**src/rtl/addr_map_loader.sv**
```systemverilog
// addr_map_loader: loads an AXI-Stream config frame (mode header plus one
// logical address per router), checks that the addresses are unique and
// commits the frame atomically into the flat translation table.
// Ports: clk, rst_n (sync, active low); s_axis_* config stream in;
// table_bits/table_valid active table out; load_busy, commit_done,
// err_valid, err_code status out.
module addr_map_loader #(
  parameter int addr_width  = 4,
  parameter int num_routers = 16
) (
  input  logic                              clk,
  input  logic                              rst_n,
  input  logic                              s_axis_tvalid,
  output logic                              s_axis_tready,
  input  logic [addr_width-1:0]             s_axis_tdata,
  input  logic                              s_axis_tlast,
  output logic [addr_width*num_routers:0]   table_bits,
  output logic                              table_valid,
  output logic                              load_busy,
  output logic                              commit_done,
  output logic                              err_valid,
  output logic [1:0]                        err_code
);

  localparam int TW = addr_width * num_routers;
  localparam int NS = 2 ** addr_width;
  localparam int IW = (num_routers > 1) ? $clog2(num_routers) : 1;
  localparam logic [IW-1:0] LAST_IDX = IW'(num_routers - 1);

  localparam logic [1:0] S_HDR    = 2'd0;
  localparam logic [1:0] S_LOAD   = 2'd1;
  localparam logic [1:0] S_DRAIN  = 2'd2;
  localparam logic [1:0] S_COMMIT = 2'd3;

  localparam logic [1:0] E_SHORT = 2'b01;
  localparam logic [1:0] E_LONG  = 2'b10;
  localparam logic [1:0] E_DUP   = 2'b11;

  function automatic logic [TW:0] ident_map();
    logic [TW:0] v;
    v = '0;
    for (int i = 0; i < num_routers; i++) begin
      v[i*addr_width +: addr_width] = addr_width'(i);
    end
    return v;
  endfunction

  localparam logic [TW:0] IDENT = ident_map();

  logic [1:0]    state_q, state_d;
  logic [IW-1:0] idx_q, idx_d;
  logic [NS-1:0] seen_q, seen_d;
  logic          dup_q, dup_d;
  logic [TW-1:0] shadow_q, shadow_d;
  logic          smode_q, smode_d;
  logic [TW:0]   table_q, table_d;
  logic          tvalid_q, tvalid_d;
  logic          commit_q, commit_d;
  logic          errv_q, errv_d;
  logic [1:0]    errc_q, errc_d;

  logic accept;
  logic at_last;
  logic dup_hit;

  assign s_axis_tready = (state_q != S_COMMIT);
  assign accept        = s_axis_tvalid && s_axis_tready;
  assign at_last       = (idx_q == LAST_IDX);
  // Address already seen earlier in this frame.
  assign dup_hit       = seen_q[s_axis_tdata];

  always_comb begin
    state_d  = state_q;
    idx_d    = idx_q;
    seen_d   = seen_q;
    dup_d    = dup_q;
    shadow_d = shadow_q;
    smode_d  = smode_q;
    table_d  = table_q;
    tvalid_d = tvalid_q;
    commit_d = 1'b0;
    errv_d   = 1'b0;
    errc_d   = errc_q;
    unique case (state_q)
      S_HDR: begin
        if (accept) begin
          smode_d = s_axis_tdata[0];
          idx_d   = '0;
          seen_d  = '0;
          dup_d   = 1'b0;
          if (s_axis_tlast) begin
            errv_d = 1'b1;
            errc_d = E_SHORT;
          end else begin
            state_d = S_LOAD;
          end
        end
      end
      S_LOAD: begin
        if (accept) begin
          shadow_d[idx_q*addr_width +: addr_width] = s_axis_tdata;
          seen_d[s_axis_tdata] = 1'b1;
          dup_d = dup_q | dup_hit;
          if (s_axis_tlast && !at_last) begin
            errv_d  = 1'b1;
            errc_d  = E_SHORT;
            state_d = S_HDR;
          end else if (at_last && !s_axis_tlast) begin
            errv_d  = 1'b1;
            errc_d  = E_LONG;
            state_d = S_DRAIN;
          end else if (at_last) begin
            // Include a duplicate landing on the closing beat itself.
            if (dup_q || dup_hit) begin
              errv_d  = 1'b1;
              errc_d  = E_DUP;
              state_d = S_HDR;
            end else begin
              state_d = S_COMMIT;
            end
          end else begin
            idx_d = idx_q + 1'b1;
          end
        end
      end
      S_DRAIN: begin
        if (accept && s_axis_tlast) begin
          state_d = S_HDR;
        end
      end
      S_COMMIT: begin
        table_d  = {smode_q, shadow_q};
        tvalid_d = 1'b1;
        commit_d = 1'b1;
        state_d  = S_HDR;
      end
      default: begin
        state_d = S_HDR;
      end
    endcase
  end

  always_ff @(posedge clk) begin
    if (!rst_n) begin
      state_q  <= S_HDR;
      idx_q    <= '0;
      seen_q   <= '0;
      dup_q    <= 1'b0;
      shadow_q <= '0;
      smode_q  <= 1'b0;
      table_q  <= IDENT;
      tvalid_q <= 1'b0;
      commit_q <= 1'b0;
      errv_q   <= 1'b0;
      errc_q   <= 2'b00;
    end else begin
      state_q  <= state_d;
      idx_q    <= idx_d;
      seen_q   <= seen_d;
      dup_q    <= dup_d;
      shadow_q <= shadow_d;
      smode_q  <= smode_d;
      table_q  <= table_d;
      tvalid_q <= tvalid_d;
      commit_q <= commit_d;
      errv_q   <= errv_d;
      errc_q   <= errc_d;
    end
  end

  assign table_bits  = table_q;
  assign table_valid = tvalid_q;
  assign load_busy   = (state_q != S_HDR);
  assign commit_done = commit_q;
  assign err_valid   = errv_q;
  assign err_code    = errc_q;

endmodule

```
**config.mk**
```make
export PLATFORM = sky130hd
export DESIGN_NAME = addr_map_loader
export DESIGN_NICKNAME = d
export VERILOG_FILES = /design/src/rtl/addr_map_loader.sv
export SDC_FILE = /design/constraint.sdc
export NUM_CORES = 1
export LEC_CHECK = 0
export BUFFER_PORTS_ARGS = -buffer_cell sky130_fd_sc_hd__buf_4
export CORE_UTILIZATION = 35
export CTS_CLUSTER_DIAMETER = 50
export CTS_CLUSTER_SIZE = 10
export DETAILED_ROUTE_END_ITERATION = 10
export PLACE_DENSITY_LB_ADDON = 0.15
export SLEW_MARGIN = 10
export SYNTH_ARGS = -nofsm -noshare
export SYNTH_HDL_FRONTEND = slang
export SYNTH_SLANG_ARGS = --single-unit
```
**constraint.sdc**
```tcl
create_clock -name clk -period 4.2 [get_ports clk]
set_input_delay 0.21 -clock clk [delete_from_list [all_inputs] [get_ports clk]]
set_output_delay 0.21 -clock clk [all_outputs]
set_load 0.01 [all_outputs]
```
==> metrics.txt <==
Setup-failing EPs final=0; clock skew=8.08 ps; Peak VDD IR=0.278 mV; Final Hold Viols=0; unrepaired setup endpoints after global routing=false; Yosys warning total=0; DRT Wirelength=16.6 mm; Tcrit/Tclk final=74.1%; DR vias=5154; post-DP HPWL=11.5 mm; Startpoint Class=register; post-CTS setup buffers=0; largest net degree at the start of global routing=76; R2R cell count=7; GRT Overall Usage=18.1%; vias in the first global route=5135; Die Width=139 um; fillers=1790; dpl cell area=7300 um^2; PwrDens=428 nW/um^2; # H-tree levels=4; fmax=0.321 GHz; min Tclk post-route=3110 ps; Core Box Area=18100 um^2; Worst Tran Pin Value=1110 ps; CTS Buf Count=17; Post-synth EDFFs=0; syn avg cell area=8.92 um^2; gr ovfl total=0; clock tree buffer depth=2; Die ar.=19300 um^2; antenna cell count=0; Total Nets Final=807; Slew Viols, Final=0; Initial Util=36.2%; Syn-to-layout area delta=20.8%; pre-CTS setup slack=1140 ps; Hold Path Class=input port to register; Die Ht=139 um; Synth area leaders=dfxtp_1 (48%), nand2_1 (9.0%), mux2i_1 (7.8%); final hold slack=150 ps; Yosys reg bits=158; first-pass GRT wire length=27.4 mm; failing checks=design-rule violations; post-cts hold buffer count=0; io pins=80; outcome=finished with violations; Overall Power=3.39 mW; Hold Path Depth=3; CTS clk-pin slew, worst paths=60 ps; Syn Nets=751; final instance area=7930 um^2; post-DR wirelength/cell=16.1 um; fraction of registers with async set/reset=0%; post-synthesis sequential area ratio=48.2%; setup TNS=0 ps; post-cts gate resize count=0; Lkg Pwr=3.16 nW; Netlist Area Pre-Place=6560 um^2; final worst slack=1090 ps; Routed Antenna Nets=0; Port Buffers=79; layout cells sized above 1=16.6%; CP Class=register to register; Yosys cell types=53; DR DRC count=3; Worst setup EP type=register; # rows=49; Post-Synthesis Cells=736; total clock sinks=158; Worst Path Max Fanout=19; Root Buffer Master=clkbuf_16; top_reg_cell synth=dfxtp_1; maxcap violations=0; WP data required=4510 ps; Initial DRC Count=209; CTS tree=yes; drt first pass iters=9; slew margin rel.=26.2%; Yosys top cell area share=48.2%; drt via density=4.98; routability cong.=0.842; antenna violations before repair=0; Clock Latency Late Sink=420 ps; leading area contributor after synthesis=dfxtp_1; crit path DAT=3430 ps
state kept, by name, summed over array words and instances, names as in the netlist, 2 cells and up:
name        count
state_q         2
idx_q           4
err_code        2
table_bits     65
seen_q         16
shadow_q       64
logic make-up (layout without fill, tap and decap cells):
| kind of cell | Yosys count | after routing | share of synthesized area (%) |
|---|---|---|---|
| flip-flops | 158 | 158 | 48.2 |
| XOR/XNOR | 5 | 5 | 0.667 |
| buffers and inverters | 63 | 132 | 3.85 |
| adder cells (fa/ha/maj) | 7 | 7 | 1.33 |
| AO/OA/AOI/OAI | 95 | 95 | 10.8 |
| AND/OR/NAND/NOR | 352 | 352 | 26.1 |
| multiplexers | 56 | 56 | 9.15 |
critical path: stages (launching register included):
cell	delay [ps]
dfxtp_1	530
inv_1	120
ha_1	750
inv_1	320
a2111oi_0	610
nand2_1	360
mux2i_1	240
nor2b_1	70
routing by layer:
metal / share of wire [%] / up-vias / global-route usage [%]
li1: - / 2594 / -
met1: 47 / 2436 / 23.1
met2: 47 / 102 / 29.6
met3: 3.6 / 22 / 3.49
met4: 2.0 / 0 / 7.78
met5: 0 / - / 0
cell usage after synthesis (3+ instances only):
master      n
nor2_1     31
nand2_1   157
ha_1        7
inv_1      14
nor2b_1    52
o211a_1     3
nand3_1    47
nor4_1      6
dfxtp_1   158
xnor2_1     4
mux2i_1    51
nor3b_1     3
and3_1     10
buf_4       3
nor3_1     15
mux4_2      3
o21ai_0     5
nand4_1     3
nand2b_1   10
or3_1       3
a31oi_1     5
buf_2       4
buf_1       5
a21boi_0   50
and2_1      3
a21oi_1    17
clkbuf_1   35
cells in the final DEF (no fill, tap or decap), types with 13 or more instances in the layout:
cell and count:
dfxtp_1 158, nor3_1 15, a21oi_1 17, nor2_1 30, nand3_1 47, nor2b_1 52, mux2i_1 51, a21boi_0 50
buf_4 84, nand2_1 157, clkbuf_16 17, inv_1 13
cell type report:
class	count	area [um^2]	share of cell area [%]
Sequential cell	158	3160	39.9
Multi-Input combinational cell	515	3160	39.8
Timing Repair Buffer	84	631	7.95
Clock buffer	20	447	5.63
Tap cell	229	287	3.61
Clock inverter	12	185	2.34
Inverter	16	60.1	0.758
per-stage QoR:
step                      std cells  utilization (%)
after floorplan                 736                -
after global placement         1002             40.2
after detailed placement       1002             40.2
after CTS                      1034             43.7
after global routing           1034             43.7
final                          1034             43.7
power by group:
group          switching, mW  internal (mW)  total [mW]
Clock                  0.628           1.02        1.65
Sequential            0.0151           1.52        1.53
Combinational          0.132         0.0777       0.210
Total                  0.775           2.61        3.39
worst paths after layout:
kind                    from            end  slack [ps]
max                 idx_q[1]   shadow_q[39]        1090
min          s_axis_tdata[3]    shadow_q[3]         150
max reg2reg         idx_q[1]   shadow_q[39]        1090
min reg2reg    table_bits[8]  table_bits[8]         460
Note: power is estimated with default switching activity, not from simulation.
